**config.mk**
```make
export PLATFORM = sky130hd
export DESIGN_NAME = irq_pending_arbiter
export DESIGN_NICKNAME = d
export VERILOG_FILES = /design/src/rtl/irq_pending_arbiter.sv
export SDC_FILE = /design/constraint.sdc
export NUM_CORES = 1
export LEC_CHECK = 0
export BUFFER_PORTS_ARGS = -buffer_cell sky130_fd_sc_hd__buf_4
export CAP_MARGIN = 10
export CORE_AREA = 3 3 55 47
export CTS_CLUSTER_SIZE = 20
export DETAILED_ROUTE_END_ITERATION = 6
export DIE_AREA = 0 0 58 50
export GPL_ROUTABILITY_DRIVEN = 0
export PLACE_DENSITY = 0.65
export SLEW_MARGIN = 15
export SYNTH_ARGS = -nofsm -noshare
export SYNTH_HDL_FRONTEND = slang
export SYNTH_SLANG_ARGS = --single-unit
```
**constraint.sdc**
```tcl
create_clock -name clk -period 2.8 [get_ports clk]
set_clock_uncertainty 0.15 [all_clocks]
set_input_delay 0.28 -clock clk [delete_from_list [all_inputs] [get_ports clk]]
set_output_delay 0.28 -clock clk [all_outputs]
set_load 0.05 [all_outputs]
```
**src/rtl/irq_pending_arbiter.sv**
```systemverilog
// Sticky-pending interrupt arbiter: rising edges on req latch pending bits, and the
// highest enabled pending index is presented until it is acknowledged or times out.
module irq_pending_arbiter #(
   parameter int unsigned WAIT_MAX = 15
) (
   input  logic       clk,
   input  logic       rst_n,
   input  logic [3:0] req,
   input  logic [3:0] mask,
   input  logic       irq_ack,
   output logic       irq_valid,
   output logic [1:0] irq_id,
   output logic [3:0] pending,
   output logic       timeout
);

   typedef enum logic {
      IDLE    = 1'b0,
      PRESENT = 1'b1
   } state_t;

   localparam logic       TIMEOUT_EN = (WAIT_MAX != 0);
   localparam logic [7:0] LAST_CYCLE = (WAIT_MAX != 0) ? 8'(WAIT_MAX - 1) : 8'd0;

   state_t     state_q, state_d;
   logic [3:0] req_dly_q, req_dly_d;
   logic [3:0] pending_q, pending_d;
   logic [1:0] irq_id_q, irq_id_d;
   logic [7:0] timer_q, timer_d;
   logic       timeout_q, timeout_d;
   logic [3:0] rise;
   logic [3:0] eligible;
   logic [1:0] sel_id;

   always_comb begin
      req_dly_d = req;
      rise      = req & ~req_dly_q;
      eligible  = pending_q & mask;

      // Ascending scan so the highest set index wins.
      sel_id = '0;
      for (int unsigned i = 0; i < 4; i++) begin
         if (eligible[i]) begin
            sel_id = 2'(i);
         end
      end

      state_d   = state_q;
      irq_id_d  = irq_id_q;
      timer_d   = timer_q;
      timeout_d = 1'b0;
      pending_d = pending_q;

      case (state_q)
         IDLE: begin
            timer_d = '0;
            if (|eligible) begin
               state_d  = PRESENT;
               irq_id_d = sel_id;
            end
         end
         PRESENT: begin
            if (irq_ack) begin
               pending_d[irq_id_q] = 1'b0;
               state_d             = IDLE;
            end else if (TIMEOUT_EN && (timer_q == LAST_CYCLE)) begin
               state_d   = IDLE;
               timeout_d = 1'b1;
            end else begin
               timer_d = timer_q + 8'd1;
            end
         end
      endcase

      // Applied after the ack clear so a same-cycle new edge keeps the bit set.
      pending_d = pending_d | rise;
   end

   always_ff @(posedge clk) begin
      if (!rst_n) begin
         state_q   <= IDLE;
         req_dly_q <= '0;
         pending_q <= '0;
         irq_id_q  <= '0;
         timer_q   <= '0;
         timeout_q <= 1'b0;
      end else begin
         state_q   <= state_d;
         req_dly_q <= req_dly_d;
         pending_q <= pending_d;
         irq_id_q  <= irq_id_d;
         timer_q   <= timer_d;
         timeout_q <= timeout_d;
      end
   end

   assign irq_valid = (state_q == PRESENT);
   assign irq_id    = irq_id_q;
   assign pending   = pending_q;
   assign timeout   = timeout_q;

endmodule

```
Word level (Yosys, flattened, before mapping)
Index checks and enable logic that the tools add are counted.
{"block": "totals", "reg_bits": 20, "inputBits": 11, "out_inout_bits": 8, "word_cells": 40}
{"block": "op_classes", "n_addsub": 1, "magnitude_cmp": 2, "eq_ne": 3, "muxes": 15, "n_bitwise": 8, "n_reduce_logical": 5}
{"operator": "8-bit two-way mux", "count": 2}
{"operator": "8-bit one-hot mux with 2 select lines", "count": 1}
{"operator": "4-bit bitwise AND", "count": 3}
{"operator": "8-bit by 1-bit adder with 8-bit output, second input constant", "count": 1}
{"operator": "8-bit by 4-bit equality test with 1-bit output, second input constant", "count": 1}
{"operator": "4-bit two-way mux", "count": 2}
{"operator": "4-bit inverter", "count": 2}
{"operator": "1-bit two-way mux", "count": 6}
{"operator": "2-bit two-way mux", "count": 2}
{"operator": "2-bit != test, second input constant", "count": 2}
{"operator": "4-bit OR", "count": 1}
{"operator": "2-bit AND reduction", "count": 2}
{"operator": "4-bit OR reduction", "count": 1}
{"operator": "2-bit by 3-bit < comparator with 1-bit output, second input constant", "count": 1}
{"operator": "3-bit OR reduction", "count": 1}
{"operator": "1-bit demux with 2-bit select", "count": 1}
{"operator": "2-bit by 1-bit >= comparator with 1-bit output, second input constant", "count": 1}
{"operator": "1-bit inverter", "count": 2}
{"operator": "1-bit one-hot mux with 2 select lines", "count": 1}
{"operator": "1-bit logical AND", "count": 1}

Depth between registers and ports, before layout
Gate-level depths: netlist of run 1.
{"block": "depth", "depth_word": 9, "depth_mapped": 5, "ltp_nobuf": 5}

Least setup slack after synthesis of run 1
OpenSTA, ideal clock, no wires.
{"block": "synth_path", "path_kind": "register -> register", "from": "register state_q, in the netlist irq_valid", "to": "register timer_q[1]", "setup_ps": 74, "arrival_ps": 1274, "required_time_ps": 2576, "path_slack_ps": 1302, "path_stages_with_launch": 5, "path_buffers": 1, "path_cell_list": "dfxtp_1 -> buf_6 -> nand2_1 -> a2111o_1 -> o21ai_0"}
{"block": "synth_via", "elab_chain_cells": 2, "elab_cells_between_ends": 5, "cone_classes": "2 x eq/ne; 1 x mux; 1 x bitwise; 1 x reduce/logical"}
{"item": "start: declaration", "line_no": "25", "source": "state_t state_q, state_d;"}
{"item": "start signal: assignment", "line_no": "88", "source": "state_q <= state_d;"}
{"item": "2-bit != test (no line) / 1-bit inverter (equally long branches)"}
{"item": "2-bit AND reduction (no line) / 8-bit one-hot mux with 2 select lines (equally long branches)"}
{"item": "end signal: assignment", "line_no": "92", "source": "timer_q <= timer_d;"}
{"item": "end: declaration", "line_no": "29", "source": "logic [7:0] timer_q, timer_d;"}
Parallel ways exist; a longest one is shown, timed or not.
A chain may end at the register's enable or synchronous reset.

Worst setup path after layout of run 1
{"block": "layout_path", "from": "register timer_q[1]", "to": "register state_q, in the netlist irq_valid"}
{"block": "layout_via", "elab_chain_cells": 4}
{"item": "8-bit by 4-bit equality test with 1-bit output", "line_no": "66", "source": "end else if (TIMEOUT_EN && (timer_q == LAST_CYCLE)) begin"}
{"item": "1-bit two-way mux", "line_no": "66"}
{"item": "1-bit two-way mux", "line_no": "63", "source": "if (irq_ack) begin"}
{"item": "1-bit one-hot mux with 2 select lines", "line_no": "54", "source": "case (state_q)"}
Every way passes these cells.

==> results of run 1 <==
==> where the power goes <==
part	internal, mW	switching, mW
registers	0.298	0.0176
clock network	0.145	0.0989
logic	0.0390	0.0605
total	0.482	0.177
==> flip-flops by register name, summed over array words and instances, names as in the netlist <==
name and count:
irq_valid 1, timer_q 8, irq_id 2, req_dly_q 4, timeout 1, pending 4
==> cell usage after synthesis, drive strengths merged (2+ instances only) <==
| cell type | n | area, µm² |
|---|---|---|
| dfxtp | 20 | 400 |
| buf | 2 | 22.5 |
| nand2b | 3 | 18.8 |
| nand4b | 2 | 32.5 |
| o31ai | 2 | 15.0 |
| or3 | 3 | 20.0 |
| a21boi | 4 | 30.0 |
| a21oi | 7 | 35.0 |
| a211oi | 2 | 15.0 |
| a22oi | 2 | 15.0 |
| nand2 | 13 | 48.8 |
| nand3 | 4 | 20.0 |
| nor2b | 2 | 12.5 |
| inv | 4 | 15.0 |
| o21ai | 7 | 35.0 |
| and2 | 5 | 31.3 |
| ha | 2 | 25.0 |
==> cells in the final DEF, fill, tap and decap left out <==
master,n
dfxtp_1,20
buf_4,18
nand2_1,13
o21ai_0,7
a21oi_1,7
and2_1,5
inv_1,4
nand3_1,4
a21boi_0,4
nand2b_1,3
clkbuf_4,3
a211oi_1,2
o31ai_1,2
a22oi_1,2
or3_1,2
nor2b_1,2
ha_1,2
nand4b_4,1
nor4b_4,1
and2b_2,1
a31oi_1,1
and3b_1,1
a2111o_1,1
mux2i_1,1
a32oi_1,1
o221a_2,1
nand4b_1,1
o211a_1,1
nand4_1,1
or2_2,1
or4_1,1
nor3_1,1
or3_2,1
bufinv_16,1
==> worst paths after layout <==
path	to	slack [ns]	depth (start not counted)
max	irq_valid	1.21	4
min	req_dly_q[3]	0.01	2
max reg2reg	irq_valid	1.21	4
min reg2reg	pending[0]	0.35	2
==> area by class of cell <==
cell class | count | area (µm²)
fill | 206 | 990
multi-input combinational | 71 | 478
sequential | 20 | 400
timing repair buffer | 18 | 135
tap | 25 | 31.3
clock inverter | 1 | 30.0
clock buffer | 3 | 22.5
inverter | 4 | 15.0
==> kinds of logic after synthesis <==
kind of cell    count (synthesis)  synth area share (%)
compound gates                 29                  21.0
fa+ha+maj                       2                  2.72
flops                          20                  43.5
mux                             1                  1.09
simple gates                   39                  27.2
buf+inv                         7                  4.49
==> critical path: stages, from the launching register on <==
cell	delay (ns)
dfxtp_1	0.44
ha_1	0.18
nor4b_4	0.32
a21oi_1	0.18
o211a_1	0.23
==> per-layer routing <==
layer | global-route usage [%] | vias up | routed length, µm
met5 | 0 | - | 0
met4 | 5.79 | 0 | 24
met3 | 4.97 | 2 | 108
met2 | 19.9 | 21 | 755
met1 | 20.1 | 364 | 996
li1 | - | 393 | -
==> reports/metrics.csv, run 1 <==
stage,metric,value,unit
status,outcome,"complete, no violations",
clocking,max-clock-path-buffers,2,
detailed_routing,wl,1.88,mm
clocking,htree_levels,1,
clocking,cts_sinks,20,
final_layout,insertedDiodeCount,0,
setup_path,crit_start,timer_q[1],
sta,fin_ws,1.21,ns
final_layout,postLayoutCellArea,1110,µm²
global_routing,grt_start_max_net_pins,14,
place,dpl_cell_area,1060,µm²
final_layout,area_growth,21.0,%
floorplanning,rows,15,
power,power,0.659,mW
global_routing,grt_use_total,14.4,%
global_routing,overflow,0,
clocking,cts_resized,0,
place,dp_cells,138,
power,p_leak,0.453,nW
detailed_routing,vias,780,
clocking,cts_tree,yes,
detailed_routing,drtPass1Iterations,4,
sta,period_needed,1.59,ns
synthesis,synth_area_per_cell,9.38,µm²
floorplanning,die_y,50,µm
floorplanning,ioPinCount,19,
synthesis,yosysSeqAreaShare,43.5,%
job,drv_cap,0,
setup_path,worst-setup-path-type,reg -> reg,
synthesis,synth_edf_count,0,
sta,fmax,0.631,GHz
place,hpwl,1.37,mm
global_routing,grt_pass1_wl,3.15,mm
floorplanning,die-area,2900,µm²
sta,worst_pin_slew,0.352,ns
sta,fin_crit_sh,56.6,%
synthesis,yosys_warnings,0,
hold_path,hold_start,req[3],
place,dpl_worst_slack,1.24,ns
synthesis,syn_nets,111,
sta,final-max-slew-violation-count,0,
synthesis,synthesis.area,920,µm²
hold_path,hold_path.class,in -> reg,
place,io_buffer_count,18,
clocking,post-cts-setup-buffers,0,
setup_path,cp-end-kind,flop,
synthesis,synth-seq-cells,20,
final_layout,fin_cells,142,
clocking,hold_buffers,0,
setup_path,crit_fanout,6,
final_layout,final_nets,131,
detailed_routing,drt_iter0_markers,16,
synthesis,synth_cells,98,
setup_path,cp.required,2.87,ns
clocking,numCtsBuffers,3,
sta,rsz0062_at_grt,no,
floorplanning,start_util,43.7,%
setup_path,cp-start-kind,flop,
synthesis,synth_cell_types,33,
detailed_routing,detail_route.wl_per_cell,13.3,µm
setup_path,worstReg2RegStart,timer_q[1],
final_layout,layout-drive-gt1-share,23.9,%
floorplanning,core,2100,µm²
power,power.density,592,nW/µm²
synthesis,ys.flop_type,dfxtp_1,
final_layout,final_util,52.9,%
sta,hold_viol,0,
global_routing,grt_pass1_vias,683,
clocking,clk_pin_slew,0.12,ns
detailed_routing,postRouteAntennaNets,0,
synthesis,synthArstFlopShare,0,%
power,peakVddDrop,368,µV
detailed_routing,drc_errors,0,
sta,setup_viol,0,
floorplanning,fp.dieW,58,µm
sta,fin_setup_tns,0,ns
clocking,worstSkewPairLatency,0.31,ns
clocking,root_buffer,clkbuf_4,
sta,holdWs,0.0144,ns
setup_path,critical_path_arrival,1.65,ns
detailed_routing,viasPerCell,5.49,
global_routing,antenna_found_initial,0,
sta,slew_headroom,76.4,%
No activity file was read; power rests on OpenSTA's default activity.
==> run 2, diff against run 1 <==
PLACE_DENSITY = 0.68   (was 0.65)
clock period = 1.4 ns   (was 2.8 ns; I/O delays follow)
==> reports/metrics.csv, run 2 (same netlist as run 1, synthesis figures left out) <==
stage,metric,value,unit
floorplanning,core,2100,µm²
final_layout,layout_commonest_cell,buf_4,
clocking,cts_tree,yes,
setup_path,crit_buf_inv,0,
final_layout,largest_reg_flops,8,
power,p_leak,0.500,nW
setup_path,worst-path-stages,4,
hold_path,hold_start,irq_ack,
final_layout,layout-drive-gt1-share,39.1,%
floorplanning,rows,15,
power,power.density,899,nW/µm²
global_routing,grt_start_max_net_pins,14,
sta,rsz0062_at_grt,yes,
setup_path,regToRegEndpoint,timer_q[6],
setup_path,critical_path_arrival,1.57,ns
detailed_routing,drtPass1Iterations,4,
global_routing,grt_pass1_wl,3.30,mm
detailed_routing,drc_errors,0,
floorplanning,die-area,2900,µm²
clocking,worstSkewPairLatency,0.29,ns
setup_path,cp_cell_sequence,ha_1 -> nand4b_1 -> or3_1 -> a21oi_1,
hold_path,hold_path.class,in -> reg,
detailed_routing,postRouteAntennaNets,0,
floorplanning,die_y,50,µm
detailed_routing,vias,802,
setup_path,r2r_cells,4,
hold_path,holdPathEnd,timeout,
sta,period_needed,1.48,ns
power,peakVddDrop,553,µV
floorplanning,start_util,43.7,%
clocking,cts_sinks,20,
final_layout,area_growth,34.6,%
setup_path,cp-start-kind,flop,
detailed_routing,wl,2.00,mm
sta,fmax,0.674,GHz
sta,hold_viol,0,
global_routing,antenna_found_initial,0,
job,drv_cap,0,
global_routing,grt_use_total,14.7,%
place,hpwl,1.41,mm
status,outcome,"complete, but fails checks",
final_layout,final_cell_mix,"25 x buf_4, 13 x nand2_1, 11 x dfxtp_1",
hold_path,whs_path_depth,3,
sta,fin_crit_sh,106,%
clocking,clk_pin_slew,0.10,ns
clocking,numCtsBuffers,3,
global_routing,overflow,0,
setup_path,crit_fanout,4,
setup_path,crit_family,simple AND/OR/NAND/NOR gates,
final_layout,largest-register,timer_q,
final_layout,insertedDiodeCount,0,
place,dp_cells,143,
place,io_buffer_count,18,
sta,fin_ws,-0.0839,ns
clocking,root_buffer,clkbuf_4,
power,power,1.11,mW
setup_path,worst-setup-path-type,reg -> reg,
detailed_routing,viasPerCell,5.24,
sta,slew_headroom,74.6,%
clocking,max-clock-path-buffers,2,
clocking,htree_levels,1,
sta,setup_viol,8,
sta,worst_pin_slew,0.379,ns
setup_path,slowest_stage,dfxtp_4,
detailed_routing,drt_iter0_markers,13,
setup_path,r2r_setup_slack,-0.08,ns
setup_path,worstReg2RegStart,timer_q[1],
floorplanning,ioPinCount,19,
floorplanning,fp.dieW,58,µm
final_layout,final_nets,143,
final_layout,fin_cells,153,
setup_path,timing.critical_path.slowest_cell_delay,0.40,ns
sta,fin_setup_tns,-0.356,ns
global_routing,grt_pass1_vias,751,
detailed_routing,detail_route.wl_per_cell,13.0,µm
status,violations,negative setup slack,
setup_path,cp-end-kind,flop,
sta,final-max-slew-violation-count,0,
setup_path,cp.required,1.48,ns
## run 2: worst min-delay path, cell delays in order
cell	delay, ns
buf_4	0.09
buf_4	0.16
nor3_2	0.05
## run 2: area by class of cell
type / instances / area, µm²
sequential: 20 / 417
tap: 25 / 31.3
clock buffer: 3 / 22.5
fill: 190 / 865
multi-input combinational: 71 / 512
inverter: 4 / 17.5
timing repair buffer: 30 / 238
## run 2: metrics by stage
step	cell area, µm²	setup WS, ns	hold WS [ns]	utilization (%)
global placement	1110	-0.0422	0.202	52.7
finish	1240	-0.0839	0.0304	58.9
detailed placement	1110	-0.0732	0.204	52.7
floorplan	930	0.00379	0.112	-
CTS	1180	-0.0946	0.0313	56.2
global route	1240	-0.148	0.0282	58.9
## run 2: power by group
part           internal (mW)  switching (mW)  total [mW]  leakage [nW]
logic                 0.0964           0.128       0.224         0.317
registers              0.595          0.0329       0.628         0.169
clock network          0.100           0.160       0.260        0.0138
## run 2: worst max-delay path by stage
stage	start	endpoint	slack, ns
4_1_cts	timer_q[0]	irq_valid	-0.09
2_1_floorplan	pending[1]	irq_id[0]	0.004
6_report	timer_q[1]	timer_q[6]	-0.08
3_3_place_gp	timer_q[0]	irq_valid	-0.04
5_1_grt	timer_q[0]	irq_valid	-0.15
3_5_place_dp	timer_q[0]	irq_valid	-0.07
## run 2: what timing repair did
action | 4_1_cts | 5_1_grt
gates resized for setup | 1 | 12
setup buffers | 0 | 2
pin swaps | 2 | 5
endpoints found under the setup margin | 8 | 10
endpoints found under the hold margin | 9 | 0
hold buffers | 5 | 0
## run 2: layer usage
layer  global-route usage, %  part of all wire (%)
met1                    20.1                    49
met2                    21.6                    45
met3                    4.71                   5.3
met4                    4.63                  0.85
met5                       0                     0
